### src/rtl/intf_cfg_writer.sv
// Writes the PARAM-selected intf status field values (p1..p5) into a register bank over valid/ready.
// Optional readback-and-compare of each field is enabled by defining INTF_CFG_WRITER_READBACK_EN.
module intf_cfg_writer #(
  parameter int PARAM   = 0,
  parameter int DATA_W  = 32,
  parameter int TIMEOUT = 15
) (
  input  logic              clk,
  input  logic              rst_n,
  input  logic              start,
  output logic              wr_valid,
  input  logic              wr_ready,
  output logic [2:0]        wr_addr,
  output logic [DATA_W-1:0] wr_data,
  output logic              rd_valid,
  output logic [2:0]        rd_addr,
  input  logic              rd_resp_valid,
  input  logic [DATA_W-1:0] rd_data,
  output logic              busy,
  output logic              done,
  output logic              err,
  output logic [2:0]        mismatch_cnt
);

  localparam logic [DATA_W-1:0] ONE       = DATA_W'(1);
  localparam logic [7:0]        STALL_MAX = 8'(TIMEOUT - 1);
  localparam logic [2:0]        LAST_IDX  = 3'd6;

  typedef enum logic [2:0] {IDLE, WRITE, READ, RWAIT, DONE} state_t;

  state_t            state, state_n;
  logic [2:0]        idx, idx_n;
  logic [7:0]        stall, stall_n;
  logic              done_n, err_n;
  logic [2:0]        mcnt, mcnt_n;
  logic [DATA_W-1:0] p3, p3_no, p4, p4_no, p5;
  logic [DATA_W-1:0] tbl_val;

  // Field table built with the same generate forms the interface uses
  if (PARAM == 1) begin : g_p3
    assign p3    = ONE;
    assign p3_no = '0;
  end else begin : g_p3_no
    assign p3    = '0;
    assign p3_no = ONE;
  end

  case (PARAM)
    1: begin : g_p4
      assign p4    = ONE;
      assign p4_no = '0;
    end
    default: begin : g_p4_no
      assign p4    = '0;
      assign p4_no = ONE;
    end
  endcase

  logic [DATA_W-1:0] iter_cnt [PARAM+2];
  assign iter_cnt[0] = '0;
  for (genvar g = 0; g <= PARAM; g++) begin : g_p5
    assign iter_cnt[g+1] = iter_cnt[g] + ONE;
  end
  assign p5 = iter_cnt[PARAM+1];

  always_comb begin
    tbl_val = '0;
    case (idx)
      3'd0:    tbl_val = ONE;
      3'd1:    tbl_val = ONE;
      3'd2:    tbl_val = p3;
      3'd3:    tbl_val = p3_no;
      3'd4:    tbl_val = p4;
      3'd5:    tbl_val = p4_no;
      3'd6:    tbl_val = p5;
      default: tbl_val = '0;
    endcase
  end

  always_comb begin
    state_n = state;
    idx_n   = idx;
    stall_n = stall;
    done_n  = done;
    err_n   = err;
    mcnt_n  = mcnt;
    case (state)
      IDLE, DONE: begin
        if (start) begin
          state_n = WRITE;
          idx_n   = '0;
          stall_n = '0;
          done_n  = 1'b0;
          err_n   = 1'b0;
          mcnt_n  = '0;
        end
      end
      WRITE: begin
        if (wr_ready) begin
          stall_n = '0;
`ifdef INTF_CFG_WRITER_READBACK_EN
          state_n = READ;
`else
          if (idx == LAST_IDX) begin
            state_n = DONE;
            done_n  = 1'b1;
          end else begin
            idx_n = idx + 3'd1;
          end
`endif
        end else if (stall == STALL_MAX) begin
          state_n = DONE;
          done_n  = 1'b1;
          err_n   = 1'b1;
          stall_n = '0;
        end else begin
          stall_n = stall + 8'd1;
        end
      end
`ifdef INTF_CFG_WRITER_READBACK_EN
      READ: state_n = RWAIT;
      RWAIT: begin
        if (rd_resp_valid) begin
          stall_n = '0;
          // A mismatch is flagged but the remaining fields are still written
          if (rd_data != tbl_val) begin
            err_n = 1'b1;
            if (mcnt != 3'd7) mcnt_n = mcnt + 3'd1;
          end
          if (idx == LAST_IDX) begin
            state_n = DONE;
            done_n  = 1'b1;
          end else begin
            state_n = WRITE;
            idx_n   = idx + 3'd1;
          end
        end else if (stall == STALL_MAX) begin
          state_n = DONE;
          done_n  = 1'b1;
          err_n   = 1'b1;
          stall_n = '0;
        end else begin
          stall_n = stall + 8'd1;
        end
      end
`endif
      default: state_n = IDLE;
    endcase
  end

  always_ff @(posedge clk or negedge rst_n) begin
    if (!rst_n) begin
      state <= IDLE;
      idx   <= '0;
      stall <= '0;
      done  <= 1'b0;
      err   <= 1'b0;
      mcnt  <= '0;
    end else begin
      state <= state_n;
      idx   <= idx_n;
      stall <= stall_n;
      done  <= done_n;
      err   <= err_n;
      mcnt  <= mcnt_n;
    end
  end

  assign wr_valid = (state == WRITE);
  assign wr_addr  = wr_valid ? idx : '0;
  assign wr_data  = wr_valid ? tbl_val : '0;
  assign busy     = (state == WRITE) || (state == READ) || (state == RWAIT);

`ifdef INTF_CFG_WRITER_READBACK_EN
  assign rd_valid     = (state == READ);
  assign rd_addr      = rd_valid ? idx : '0;
  assign mismatch_cnt = mcnt;
`else
  logic unused_rd;
  assign unused_rd    = ^{rd_resp_valid, rd_data, mcnt};
  assign rd_valid     = 1'b0;
  assign rd_addr      = '0;
  assign mismatch_cnt = '0;
`endif

endmodule
### config.mk
export PLATFORM = sky130hd
export DESIGN_NAME = intf_cfg_writer
export DESIGN_NICKNAME = d
export VERILOG_FILES = /design/src/rtl/intf_cfg_writer.sv
export SDC_FILE = /design/constraint.sdc
export NUM_CORES = 1
export LEC_CHECK = 0
export ABC_AREA = 1
export BUFFER_PORTS_ARGS = -buffer_cell sky130_fd_sc_hd__buf_4
export CORE_UTILIZATION = 37
export CTS_BUF_LIST = sky130_fd_sc_hd__clkbuf_16
export DETAILED_ROUTE_END_ITERATION = 16
export PLACE_DENSITY = 0.79
export SYNTH_ARGS = -nofsm -noshare
export SYNTH_HDL_FRONTEND = slang
export SYNTH_SLANG_ARGS = --single-unit
### constraint.sdc
create_clock -name clk -period 1.3 [get_ports clk]
set_clock_uncertainty 0.05 [all_clocks]
set_input_delay 0.13 -clock clk [delete_from_list [all_inputs] [get_ports clk]]
set_output_delay 0.13 -clock clk [all_outputs]
set_load 0.005 [all_outputs]
; ---- Word-level counts from Yosys, hierarchy flattened
; Cells that the tools add are included.
[word_totals]
elab_cells = 58
out_inout_bits = 46
ff_bits = 16
[op_classes]
n_mux = 23
n_addsub = 2
n_eq_ne = 16
reduce_logical = 12
[ops]
columns = op, count
row1 = $mux W32, 1
row2 = $mux W3, 8
row3 = $mux W8, 3
row4 = $pmux W8 S2, 1
row5 = $pmux W3 S2, 2
row6 = $reduce_and A4 Y1, 3
row7 = $eq A3 B2 Y1 const B, 3
row8 = $eq A3 B3 Y1 const B, 3
row9 = $add A8 B1 Y8 const B, 1
row10 = $eq A8 B4 Y1 const B, 1
row11 = $eq A3 B1 Y1 const B, 2
row12 = $logic_not A3 Y1, 2
row13 = $mux W1, 6
row14 = $ne A2 B2 Y1 const B, 3
row15 = $reduce_or A5 Y1, 1
row16 = $ne A2 B1 Y1 const B, 2
row17 = $pmux W1 S2, 2
row18 = $add A3 B1 Y3 const B, 1
row19 = $ne A3 B1 Y1 const B, 1
row20 = $ne A3 B2 Y1 const B, 1
row21 = $reduce_and A3 Y1, 1
row22 = $logic_or A1 B1 Y1, 2
row23 = $reduce_and A2 Y1, 1
row24 = $reduce_bool A2 Y1, 1
row25 = $reduce_or A2 Y1, 1

; ---- Logic depth before layout (Yosys ltp)
; Gate-level depths: netlist (run 1).
[depth]
word_depth = 4
depth_mapped = 9
ltp_nobuf = 9

; ---- Worst setup path before layout (run 1)
; No wires, ideal clock.
[synth_path]
path_type = register -> register
startpoint = register stall[0]
endpoint = register stall[2]
synth_period_minus_slack_ps = 1282
path_buffers = 0
arrival_ps = 1110
setup_ps = 122
stages_incl_launch_ff = 8
slack_ps = 18
cell_sequence = dfrtp_1 inv_2 ha_1 nand3_1 nor2_2 nor2_4 nor2_2 nor2_1
[synth_via]
elab_chain_len = 4
elab_cells_between_ends = 5
cone_classes = add/sub: 1 / eq/ne: 1 / mux: 3
[synth_lines]
columns = item, line_no
row1 = start: declaration, 33  ; logic [7:0] stall, stall_n;
row2 = start signal: assignment, 162  ; stall <= stall_n;
row3 = $add A8 B1 Y8 / $eq A8 B4 Y1 (equally long branches), "117, 111"
row4 = $mux W8 *, 111  ; end else if (stall == STALL_MAX) begin
row5 = $mux W8 *, 99  ; if (wr_ready) begin
row6 = $pmux W8 S2 *, 87  ; case (state)
; Every way passes the cells marked *; elsewhere a longest branch is shown, timed or not.
; A chain may end at the register's enable or synchronous reset.

; ---- Worst setup path in the final report (run 1)
[layout_path]
startpoint = register idx[0]
endpoint = output wr_data[0]
[layout_via]
elab_chain_len = 4
elab_cells_between_ends = 8
cone_classes = eq/ne: 4 / mux: 2 / reduce/logical: 2
[layout_lines]
columns = item, line_no
row1 = start: declaration, 32  ; logic [2:0] idx, idx_n;
row2 = start signal: assignment, 161  ; idx <= idx_n;
row3 = "$eq A3 B3 Y1, or another cell as far along", 68  ; case (idx)
row4 = $reduce_or A5 Y1 (no source line) *, --
row5 = $mux W1 *, 68
row6 = $mux W32 *, 171  ; assign wr_data = wr_valid ? tbl_val : '0;
row7 = end: declaration, 14  ; output logic [DATA_W-1:0] wr_data,
; Marked as above.

==> results_dict.tcl, run 1 <==
set metrics [dict create \
    num_antenna_cells 0 \
    required_ns 1.12 \
    syn2layout_area_growth_pct 39.5 \
    grt_max_degree 16 \
    synth_area_per_cell_um2 7.61 \
    dieWidth_um 59.4 \
    p_leak_nw 0.851 \
    ys_ff_latch 15 \
    yosys_warnings 0 \
    seq_area_frac_synth_pct 30.8 \
    num_rows 20 \
    cap_violations 0 \
    grt_pass1_vias 835 \
    timing.critical_path.cells "inv_2 > buf_6 > ha_4 > o21ai_2 > a21oi_2 > buf_4" \
    regToRegStartpoint "idx[0]" \
    htree_levels 1 \
    drv_slew 0 \
    slowest_delay_ns 0.38 \
    grt_pass1_wl_um 3560 \
    dp_cells 226 \
    syn_area_mm2 0.00122 \
    fin_tns_setup_ns -0.857 \
    syn_inst 160 \
    dr.first_iter.drc_count 17 \
    holdCritPathClass "in2reg" \
    cts_tree "yes" \
    cp-start-kind "flip-flop" \
    violations "setup timing" \
    hold_ws_ns 0.133 \
    cp_max_fo 3 \
    cp.arrival_ns 1.31 \
    cts.sinks 15 \
    cts_max_path_buffers 2 \
    start_util_pct 39.6 \
    peakVddDrop_mv 1.10 \
    fp.dieH_um 59.4 \
    fin_crit_sh_pct 115 \
    antenna_found_initial 0 \
    cts-buffers-inserted 3 \
    clock_latency_ns 0.25 \
    port_buffers 11 \
    critPathCaptureType "primary output" \
    first_pass_iters 4 \
    hp-start "start" \
    grt_usage_pct 13.4 \
    ys_types 23 \
    setup.worst_path.class "reg2out" \
    p_per_area_mw_per_mm2 1750 \
    gp_congestion 0.770 \
    path_clk_slew_ns 0.05 \
    routed_wl_um 2570 \
    clock-root-buffer "clkbuf_16" \
    avgViaCountPerCell 4.12 \
    worst_slack_ns -0.190 \
    period_needed_ns 1.49 \
    cp-startpoint "idx[0]" \
    die_area_mm2 0.00352 \
    max_clock_freq_mhz 671 \
    num_vias 985 \
    wl_per_cell_um 10.8 \
    dpl.hpwl_um 1590 \
    finalNonFillerCells 239 \
    grt_setup_unrepaired "true" \
    placed_area_mm2 0.00130 \
    hold_violations 0 \
    status "finished, violations left" \
    ios 83 \
    fin_area_mm2 0.00170 \
    drive_gt1_share_pct 42.1 \
    core_area_mm2 0.00308 \
    slowest_stage "dfrtp_1" \
    antenna_left 0 \
    overflow 0 \
    setup_viol 10 \
    fin_util_pct 55.2 \
    nNetsFinal 239 \
    drc_errors 0 \
    r2r_slack_ns -0.15 \
]
## final timing paths
| kind | end | depth (start not counted) |
|---|---|---|
| worst max-delay path | wr_data[0] | 6 |
| worst min-delay path | state[0] | 3 |
| worst max register to register | idx[2] | 10 |
| worst min register to register | done | 2 |
| max in group asynchronous | stall[1] | 2 |
| min in group asynchronous | stall[6] | 2 |
## final cells by class
type                       instances  area, um^2
clock buffer                       3        75.1
clock inverter                     1        5.00
fill                             260        1380
inverter                          17        73.8
multi-input combinational        126         815
sequential                        15         379
tap                               44        55.1
timing repair buffer              33         295
## synthesized netlist by cell type, drive strengths merged
cell type  instances  area [um^2]
a21oi              2         10.0
buf               39          293
clkinv             1         5.00
conb               1         3.75
dfrtp             15          375
ha                 6         75.1
inv               16         60.1
nand2             36          148
nand3              8         45.0
nand4              2         12.5
nor2              23          116
o21ai              6         33.8
o21bai             1         7.51
or2                1         6.26
xor2               3         26.3
## cells by family after synthesis
family / after synthesis / synth area share [%]
DFF: 15 / 30.8
other: 1 / 0.308
xor gates and xnor gates: 3 / 2.16
AOI/OAI and AO/OA: 9 / 4.21
and+or+nand+nor: 70 / 26.9
buffers and inverters: 56 / 29.4
adders and majority gates: 6 / 6.17
## critical path: cells and delay by family, from the launching register on
kind                     cells  cell delay (ns)
adder cells (fa/ha/maj)      1             0.14
flip-flops                   1             0.38
AO/OA/AOI/OAI                2             0.21
buffers and inverters        3             0.33
## report_power, final
group	leakage (nW)	internal [mW]	switching (mW)
sequential	0.196	0.579	0.131
combinational	0.614	0.812	0.844
clock	0.0409	0.411	0.193
## sequential cells by signal, summed over array words and instances (netlist names)
signal / cells
idx: 3
state: 2
stall: 8
err: 1
done: 1
## cells in the final DEF (no fill, tap or decap), types with 5 or more instances in the layout
cell     netlist  routed
nand3_1        7       5
buf_6          0      12
ha_4           0       5
nor2_4         2      11
inv_1         11       8
inv_2          5       6
conb_1         1      38
dfrtp_1       15      12
buf_4         39      20
nand2_1       33      30
nor2_1        15       9
## timing repair
action | in CTS | in global routing
setup endpoints to repair | 12 | 20
setup buffers | 3 | 5
hold buffers | 1 | 0
hold endpoints to repair | 15 | 0
gates cloned | 0 | 0
pin swaps | 5 | 15
gates resized for setup | 20 | 42
## per-stage QoR
| step | setup slack [ns] | power (mW) |
|---|---|---|
| 4_1_cts | -0.141 | 2.47 |
| 2_1_floorplan | 0.0184 | 1.34 |
| 3_5_place_dp | -0.0471 | 1.66 |
| 6_report | -0.190 | 2.97 |
| 5_1_grt | -0.220 | 3.16 |
| 3_3_place_gp | -0.0443 | 1.64 |
## per-layer routing
layer	share of wire, %	track usage, %	vias up	wire length [um]
li1	-	-	484	-
met1	40	17.6	457	1040
met2	54	22.2	37	1380
met3	4.0	1.97	7	103
met4	1.9	5.10	0	48
met5	0	0	-	0
Power figures use the tool's default switching activity.
==> run 2: changes to the inputs <==
CORE_UTILIZATION = 41   (was 37)
CTS_CLUSTER_SIZE = 40   (was unset)
PLACE_DENSITY = 0.82   (was 0.79)
clock period = 1.6 ns   (was 1.3 ns; I/O delays follow)
==> results_dict.tcl, run 2 (synthesis results as in run 1) <==
set metrics [dict create \
    status "complete, no violations" \
    grt_usage_pct 12.8 \
    fin_area_mm2 0.00128 \
    cts.sinks 15 \
    fin_crit_sh_pct 95.8 \
    start_util_pct 43.8 \
    num_rows 19 \
    clock-root-buffer "clkbuf_16" \
    multiInputGateArea_um2 628 \
    dpl.hpwl_um 1480 \
    combPwrFrac_pct 39.4 \
    syn2layout_area_growth_pct 5.04 \
    slowest_stage "dfrtp_1" \
    setup_viol 0 \
    max_clock_freq_mhz 652 \
    dr.first_iter.drc_count 7 \
    drv_slew 0 \
    overflow 0 \
    critPathBufInv 3 \
    cp-start-kind "flip-flop" \
    seq_area_um2 375 \
    n_fill_cell 294 \
    routed_wl_um 1910 \
    intPower_mw 1.06 \
    num_vias 862 \
    holdCritPathClass "in2reg" \
    port_buffers 11 \
    hold_violations 0 \
    grt_pass1_vias 772 \
    grt_pass1_wl_um 3220 \
    setup.worst_path.class "reg2out" \
    slowest_delay_ns 0.43 \
    first_pass_iters 4 \
    cp.arrival_ns 1.32 \
    antenna_left 0 \
    dp_cells 200 \
    core_area_mm2 0.00278 \
    wl_per_cell_um 9.31 \
    die_area_mm2 0.00319 \
    ios 83 \
    cts-buffers-inserted 3 \
    layout_common_cells "conb_1, nand2_1, nor2_1, dfrtp_1" \
    pwr-share-clk_pct 28.1 \
    cts_tree "yes" \
    path_clk_slew_ns 0.05 \
    top_layer "met4" \
    critPathCaptureType "primary output" \
    drive_gt1_share_pct 21.3 \
    top_register "stall" \
    switchingPower_mw 0.664 \
    drt-met1-wl_um 841 \
    p_leak_nw 0.713 \
    top_regs "stall x8, idx x3, state x2" \
    gp_congestion 0.829 \
    power_switching_share_pct 38.5 \
    hold_ws_ns 0.164 \
    dieWidth_um 56.5 \
    cts_max_path_buffers 2 \
    avgViaCountPerCell 4.20 \
    worst_slack_ns 0.0669 \
    wl_met2_um 946 \
    period_needed_ns 1.53 \
    antenna_found_initial 0 \
    fp.dieH_um 56.5 \
    nNetsFinal 218 \
    wl_met3_um 105 \
    cts_setup_buffers 0 \
    htree_levels 1 \
    largest_register_ffs 8 \
    final_common_cell "conb_1" \
    num_antenna_cells 0 \
    required_ns 1.39 \
    pwr-share-seq_pct 32.5 \
    clock_latency_ns 0.25 \
    cap_violations 0 \
    drc_errors 0 \
    timing.critical_path.cells "inv_2 > ha_2 > nand2_2 > inv_1 > nor2_1 > a21oi_1 > buf_4" \
    peakVddDrop_mv 1.37 \
    cp_max_fo 5 \
    p_per_area_mw_per_mm2 1350 \
    place_ws_ns 0.158 \
    finalNonFillerCells 205 \
    grt_max_degree 16 \
    cp_top_family "flip-flops" \
    placed_area_mm2 0.00118 \
]
[run 2: worst paths after layout]
kind	startpoint	to	slack [ns]	cells past startpoint
setup reg to reg	stall[0]	stall[3]	0.13	7
min in group asynchronous	rst_n	stall[3]	0.25	2
hold / removal	start	state[0]	0.16	3
max in group asynchronous	rst_n	stall[1]	1.07	2
hold reg to reg	done	done	0.42	2
setup / recovery	idx[0]	wr_data[0]	0.07	7
[run 2: worst register-to-register path, stage by stage (launching register included)]
cell and delay, ns:
dfrtp_1 0.41, inv_2 0.09, ha_1 0.15, nand3_1 0.14, nor2_2 0.22, nor2_4 0.05, nor2_2 0.17, nor2_1 0.07
[run 2: stage by stage]
step / power, mW / utilization (%) / TNS, ns
2_1_floorplan: 1.09 / - / 0
3_3_place_gp: 1.21 / 42.6 / 0
3_5_place_dp: 1.24 / 42.6 / 0
4_1_cts: 1.74 / 45.8 / 0
5_1_grt: 1.86 / 46.0 / -0.00615
6_report: 1.72 / 46.0 / 0
[run 2: area by class of cell]
cell class                      instances  share of cell area [%]
Timing Repair Buffer                   12                    7.24
Tap cell                               31                    3.03
Clock inverter                          1                   0.294
Inverter                               17                    5.09
Multi-Input combinational cell        126                    49.1
Sequential cell                        15                    29.4
Clock buffer                            3                    5.87
[run 2: what timing repair did]
item	4_1_cts	5_1_grt
setup endpoints to repair	0	1
endpoints found under the hold margin	15	0
gates resized for setup	0	3
hold buffers	1	0
[run 2: per-layer routing]
layer | track usage, % | up-vias
met1 | 14.8 | 393
met5 | 0 | -
li1 | - | 439
met2 | 22.5 | 28
met3 | 4.38 | 2
met4 | 3.14 | 0
[run 2: power groups by stage]
| stage | sequential [mW] | combinational [mW] | clock, mW |
|---|---|---|---|
| final | 0.560 | 0.679 | 0.485 |
| after global routing | 0.570 | 0.779 | 0.507 |
| after CTS | 0.555 | 0.683 | 0.501 |
| after detailed placement | 0.560 | 0.677 | 0 |
| after global placement | 0.555 | 0.657 | 0 |
| after floorplan | 0.546 | 0.546 | 0 |
